===== config.mk =====
export PLATFORM = sky130hd
export DESIGN_NAME = demux_1to8_buf
export DESIGN_NICKNAME = d
export VERILOG_FILES = /design/src/rtl/demux_1to8_buf.sv
export SDC_FILE = /design/constraint.sdc
export NUM_CORES = 1
export LEC_CHECK = 0
export CAP_MARGIN = 40
export CORE_UTILIZATION = 46
export CTS_CLUSTER_SIZE = 8
export DETAILED_ROUTE_END_ITERATION = 10
export PLACE_DENSITY_LB_ADDON = 0.05
export SYNTH_ARGS = -nofsm -noshare
export SYNTH_HDL_FRONTEND = slang
export SYNTH_SLANG_ARGS = --single-unit

===== constraint.sdc =====
create_clock -name sys_clk -period 3.7 [get_ports sys_clk]
set_clock_uncertainty 0.2 [all_clocks]
set_input_delay 0.37 -clock sys_clk [delete_from_list [all_inputs] [get_ports sys_clk]]
set_output_delay 0.37 -clock sys_clk [all_outputs]
set_load 0.1 [all_outputs]

===== src/rtl/demux_1to8_buf.sv =====
// demux_1to8_buf: 1-to-8 demultiplexer with one holding register per channel.
// Each accepted input beat is steered to the channel picked by in_sel, or by an
// internal round-robin pointer when rr_mode=1. Every channel has a one-deep
// buffer with valid/ready backpressure, so it can take a beat every cycle.
// Optional feature: define DEMUX_STAT_EN to add a saturating accepted-beat
// counter (beat_cnt) with a synchronous clear input (stat_clr).
module demux_1to8_buf #(
    parameter int DATA_W = 8
) (
    input  logic                sys_clk,
    input  logic                sys_rst_n,
    input  logic [DATA_W-1:0]   in_data,
    input  logic                in_valid,
    input  logic [2:0]          in_sel,
    input  logic                rr_mode,
    output logic                in_ready,
    output logic [8*DATA_W-1:0] out_data,
    output logic [7:0]          out_valid,
    input  logic [7:0]          out_ready,
`ifdef DEMUX_STAT_EN
    input  logic                stat_clr,
    output logic [15:0]         beat_cnt,
`endif
    output logic [2:0]          cur_ch
);

    // Per-channel holding registers; element k maps onto out_data slice k.
    logic [7:0][DATA_W-1:0] data_q, data_d;
    logic [7:0]             valid_q, valid_d;
    logic [2:0]             rr_ptr_q, rr_ptr_d;
    logic                   accept;

    // Destination select, input-side ready and the accept handshake.
    always_comb begin
        cur_ch   = rr_mode ? rr_ptr_q : in_sel;
        in_ready = !valid_q[cur_ch] || out_ready[cur_ch];
        accept   = in_valid && in_ready;
    end

    // Next state: every channel drains on its own ready, then the addressed
    // channel is loaded, so a load on the same edge as a drain keeps valid high.
    always_comb begin
        data_d  = data_q;
        valid_d = valid_q & ~out_ready;
        if (accept) begin
            data_d[cur_ch]  = in_data;
            valid_d[cur_ch] = 1'b1;
        end
    end

    // Round-robin pointer only moves on an accept in round-robin mode, so a
    // full channel stalls the rotation instead of being skipped.
    always_comb begin
        rr_ptr_d = rr_ptr_q;
        if (accept && rr_mode) begin
            rr_ptr_d = rr_ptr_q + 3'd1;
        end
    end

    // Channel buffers and pointer; reset discards anything buffered.
    always_ff @(posedge sys_clk or negedge sys_rst_n) begin
        if (!sys_rst_n) begin
            data_q   <= '0;
            valid_q  <= '0;
            rr_ptr_q <= '0;
        end else begin
            data_q   <= data_d;
            valid_q  <= valid_d;
            rr_ptr_q <= rr_ptr_d;
        end
    end

    assign out_data  = data_q;
    assign out_valid = valid_q;

`ifdef DEMUX_STAT_EN
    logic [15:0] beat_cnt_q, beat_cnt_d;

    // Saturating count of accepted beats; a clear beats a simultaneous accept.
    always_comb begin
        beat_cnt_d = beat_cnt_q;
        if (stat_clr) begin
            beat_cnt_d = '0;
        end else if (accept && (beat_cnt_q != 16'hFFFF)) begin
            beat_cnt_d = beat_cnt_q + 16'd1;
        end
    end

    // Counter register.
    always_ff @(posedge sys_clk or negedge sys_rst_n) begin
        if (!sys_rst_n) begin
            beat_cnt_q <= '0;
        end else begin
            beat_cnt_q <= beat_cnt_d;
        end
    end

    assign beat_cnt = beat_cnt_q;
`endif

endmodule

; After elaboration in Yosys (flattened, before gate mapping)
; Index checks and enable logic that the tools add are counted.
[totals]
regBits = 75
input_bits = 23
elab_cells = 32
[classes]
addsub = 1
magnitude_cmp = 2
muxes = 11
bitwise_logic = 3
reduce_logical = 5
[ops]
columns = cell, n
row1 = $bwmux 64, 1
row2 = $demux 8 s3, 1
row3 = $mux 8, 2
row4 = $and 8x8->8, 1
row5 = $not 8->8, 1
row6 = $or 8x8->8, 1
row7 = $bmux 1 s3, 2
row8 = $lt 3x4->1 const B, 1
row9 = $add 3x1->3 const B, 1
row10 = $demux 1 s3, 1
row11 = $ge 3x1->1 const B, 1
row12 = $logic_and 1x1->1, 3
row13 = $mux 1, 3
row14 = $mux 3, 1
row15 = $logic_not 1->1, 1
row16 = $logic_or 1x1->1, 1

; Depth between registers and ports, before layout
[depth]
word_depth = 7
ltp_mapped = 8
ltp_nobuf = 6

; Worst setup path after synthesis
; OpenSTA, ideal clock, no wires.
[synth_timing]
kind = input to output
startpoint = input rr_mode
endpoint = output cur_ch[2]
arrival_ns = 2.611
setup_slack_ns = 0.519
cell_stages = 2
path_buffers = 1
cell_sequence = buf_6 -> o21ai_0
[synth_via]
elab_chain_len = 1
[synth_rtl]
columns = element, line
row1 = start: declaration, 15  ; input logic rr_mode,
row2 = $mux 3, 35  ; cur_ch = rr_mode ? rr_ptr_q : in_sel;
row3 = end: declaration, 24  ; output logic [2:0] cur_ch
; No other way between the ends.

; Worst setup path after layout
[layout_timing]
startpoint = input rr_mode
endpoint = output in_ready
[layout_via]
elab_chain_len = 5
word_cells_on_any_way = 7
[layout_rtl]
columns = element, line
row1 = $mux 3 (*), 35
row2 = $bmux 1 s3, 36  ; in_ready = !valid_q[cur_ch] || out_ready[cur_ch];
row3 = $mux 1 (implied by the code), 36
row4 = $logic_not 1->1, 36
row5 = $logic_or 1x1->1 (*), 36
row6 = end: declaration, 16  ; output logic in_ready,
; Every way passes the cells marked *; elsewhere a longest branch is shown, timed or not. The select of a mux whose other input is x is not followed.

==> impl_metrics.ini <==
[outcome]
outcome = finished, final reports clean

[layout]
num-nets-final = 415
antennaDiodeCount = 0
seq_area_mm2 = 0.00188
fillers = 334
multi_input_area_mm2 = 0.00125
drive_gt1_share_pct = 44.8
design_area_mm2 = 0.00574
area_growth_pct = 79.5

[die]
die-width_um = 85.4
start_util_pct = 47.3
fp.dieH_um = 85.4
core_area_mm2 = 0.00676
dieArea_mm2 = 0.00729
rows = 30
io_pins = 99

[routing]
drc_errors = 0
ant_nets = 0
wl_per_cell_um = 18.5
initialDrtViolationCount = 112
drt-pass1-iter-count = 6
wirelength_mm = 8.78
vias = 2398
viasPerCell = 5.05

[setup_path]
crit_chain = clkdlybuf4s50_1 -> mux2i_4 -> mux2i_1 -> o22ai_1 -> a211oi_2 -> buf_12 -> inv_1 -> buf_12
cpPeakStageDelay_ns = 0.67
setup.worst_path.start_class = primary input
critPathKind = in2out
slowest_stage = clkdlybuf4s50_1
cp.required_ns = 3.13
path_max_fanout = 11
worst_path_most_repeated_cell = buf_12
arrival_ns = 2.68
end_kind = output pin

[timing]
whs_ns = 0.287
tightest_slew_ns = 0.725
fin_setup_tns_ns = 0
fin_crit_ns = 3.25
hold_viol = 0
min_period_over_period_pct = 87.9
max_freq_mhz = 308
report.final.slew_viol_count = 0
rsz0062_at_grt = no
slew_headroom_pct = 51.5
setup_viol = 0

[yosys]
netlist_instances = 203
synth.yosys.seq_area_share_pct = 58.7
avgSynthCellArea_um2 = 15.8
synth.yosys.warnings = 0
syn_area_mm2 = 0.00320
synth_seq_cells = 75
ys_types = 26
syn-num-nets = 227

[clock_network]
post-cts-setup-buffers = 0
cts_resized = 0
clkSinkCount = 75
postCtsHoldBufs = 1
clock_path_buffers = 2
clk_pin_slew_ns = 0.08
htree_levels = 3
worstSkewPairLatency_ns = 0.35
cts_buffers = 9
root_buffer = clkbuf_8
tritoncts = built

[grt]
grt-ovfl-total = 0
antenna_found_initial = 0
grtUsageTotal_pct = 26.4
grt_max_degree = 46
grt_pass1_vias = 2588
grt_pass1_wl_mm = 14.1

[hold_path]
hp-class = reg2reg

[placed_design]
dp_hpwl_mm = 6.40
dpl_cell_area_mm2 = 0.00553
finalWeightedCongestion = 0.847
port_buffers = 98

[job]
drv_cap = 0
cells in the final DEF (no fill, tap or decap), types with 2 or more instances in the layout:
master	netlist	routed
clkdlybuf4s50_1	0	93
inv_1	12	12
buf_8	0	64
clkinvlp_4	0	2
mux2_4	16	16
buf_4	0	10
buf_12	0	2
nand2_1	5	5
clkbuf_8	0	11
mux2_2	48	48
xor2_1	2	2
buf_16	0	9
nor3_4	7	7
nor2_1	2	2
o22a_1	3	3
a21o_1	8	8
dfrtp_1	75	75
o22ai_1	2	2
mux2i_1	8	8
per-stage QoR:
| step | setup WS [ns] | cells | utilization, % |
|---|---|---|---|
| final | 0.449 | 475 | 85.0 |
| after global routing | 0.317 | 475 | 85.0 |
| after CTS | 0.449 | 475 | 85.0 |
| after detailed placement | 0.170 | 459 | 81.9 |
| after global placement | 0.212 | 386 | 64.0 |
| after floorplan | 0.519 | 203 | - |
logic make-up (layout without fill, tap and decap cells):
logic type / Yosys count / in the layout / synth area share (%)
simple gates: 19 / 19 / 5.52
buf+inv: 14 / 206 / 2.11
compound gates: 18 / 18 / 4.77
mux: 74 / 74 / 28.0
fa+ha+maj: 1 / 1 / 0.391
xor+xnor: 2 / 2 / 0.548
flops: 75 / 75 / 58.7
cell usage after synthesis:
cell,count,area (µm²)
dfrtp_1,75,1880
mux2_2,48,541
mux2_4,16,240
inv_1,12,45.0
a21o_1,8,60.1
mux2i_1,8,80.1
nor3_4,7,114
nand2_1,5,18.8
o22a_1,3,26.3
buf_6,2,22.5
nor2_1,2,7.51
o22ai_1,2,12.5
xor2_1,2,17.5
a211oi_2,1,12.5
a22oi_2,1,12.5
a2bb2oi_1,1,8.76
a2bb2oi_2,1,15.0
ha_1,1,12.5
mux2_1,1,11.3
mux2i_4,1,22.5
nand2_2,1,6.26
nand2b_1,1,6.26
nor2b_1,1,6.26
nor3_2,1,10.0
nor3b_1,1,7.51
o21ai_0,1,5.00
registers in the layout (all words and copies together) (netlist names):
| name | flops |
|---|---|
| rr_ptr_q | 3 |
| out_data | 64 |
| out_valid | 8 |
cell type report:
type | instances | share of cell area (%)
repair buffers | 179 | 39.4
flip-flops and latches | 75 | 32.7
multi-input cells | 114 | 21.8
clock buffers | 11 | 2.64
well taps | 80 | 1.74
clock inverters | 4 | 0.872
inverters | 12 | 0.784
critical path, delay by kind of cell:
kind / cells / cell delay, ns
buffers and inverters: 4 / 1.12
multiplexers: 2 / 0.77
AO/OA/AOI/OAI: 2 / 0.41
final timing paths:
kind	startpoint	to	slack (ns)	cells past startpoint
max in group asynchronous	sys_rst_n	out_data[10]	2.43	3
min reg2reg	out_data[30]	out_data[30]	0.29	1
min in group asynchronous	sys_rst_n	out_valid[2]	0.31	2
min	out_data[30]	out_data[30]	0.29	1
max reg2reg	rr_ptr_q[0]	out_data[24]	0.92	7
max	rr_mode	in_ready	0.45	8
routing by layer:
metal	up-vias	global-route usage, %	part of all wire, %
li1	1103	-	-
met1	1190	33.2	42
met2	90	43.4	51
met3	15	7.39	4.9
met4	0	10.8	2.0
met5	-	0	0
Power is not shown: default switching activity piles up to over one toggle a cycle in this logic, so the estimate is an artifact.
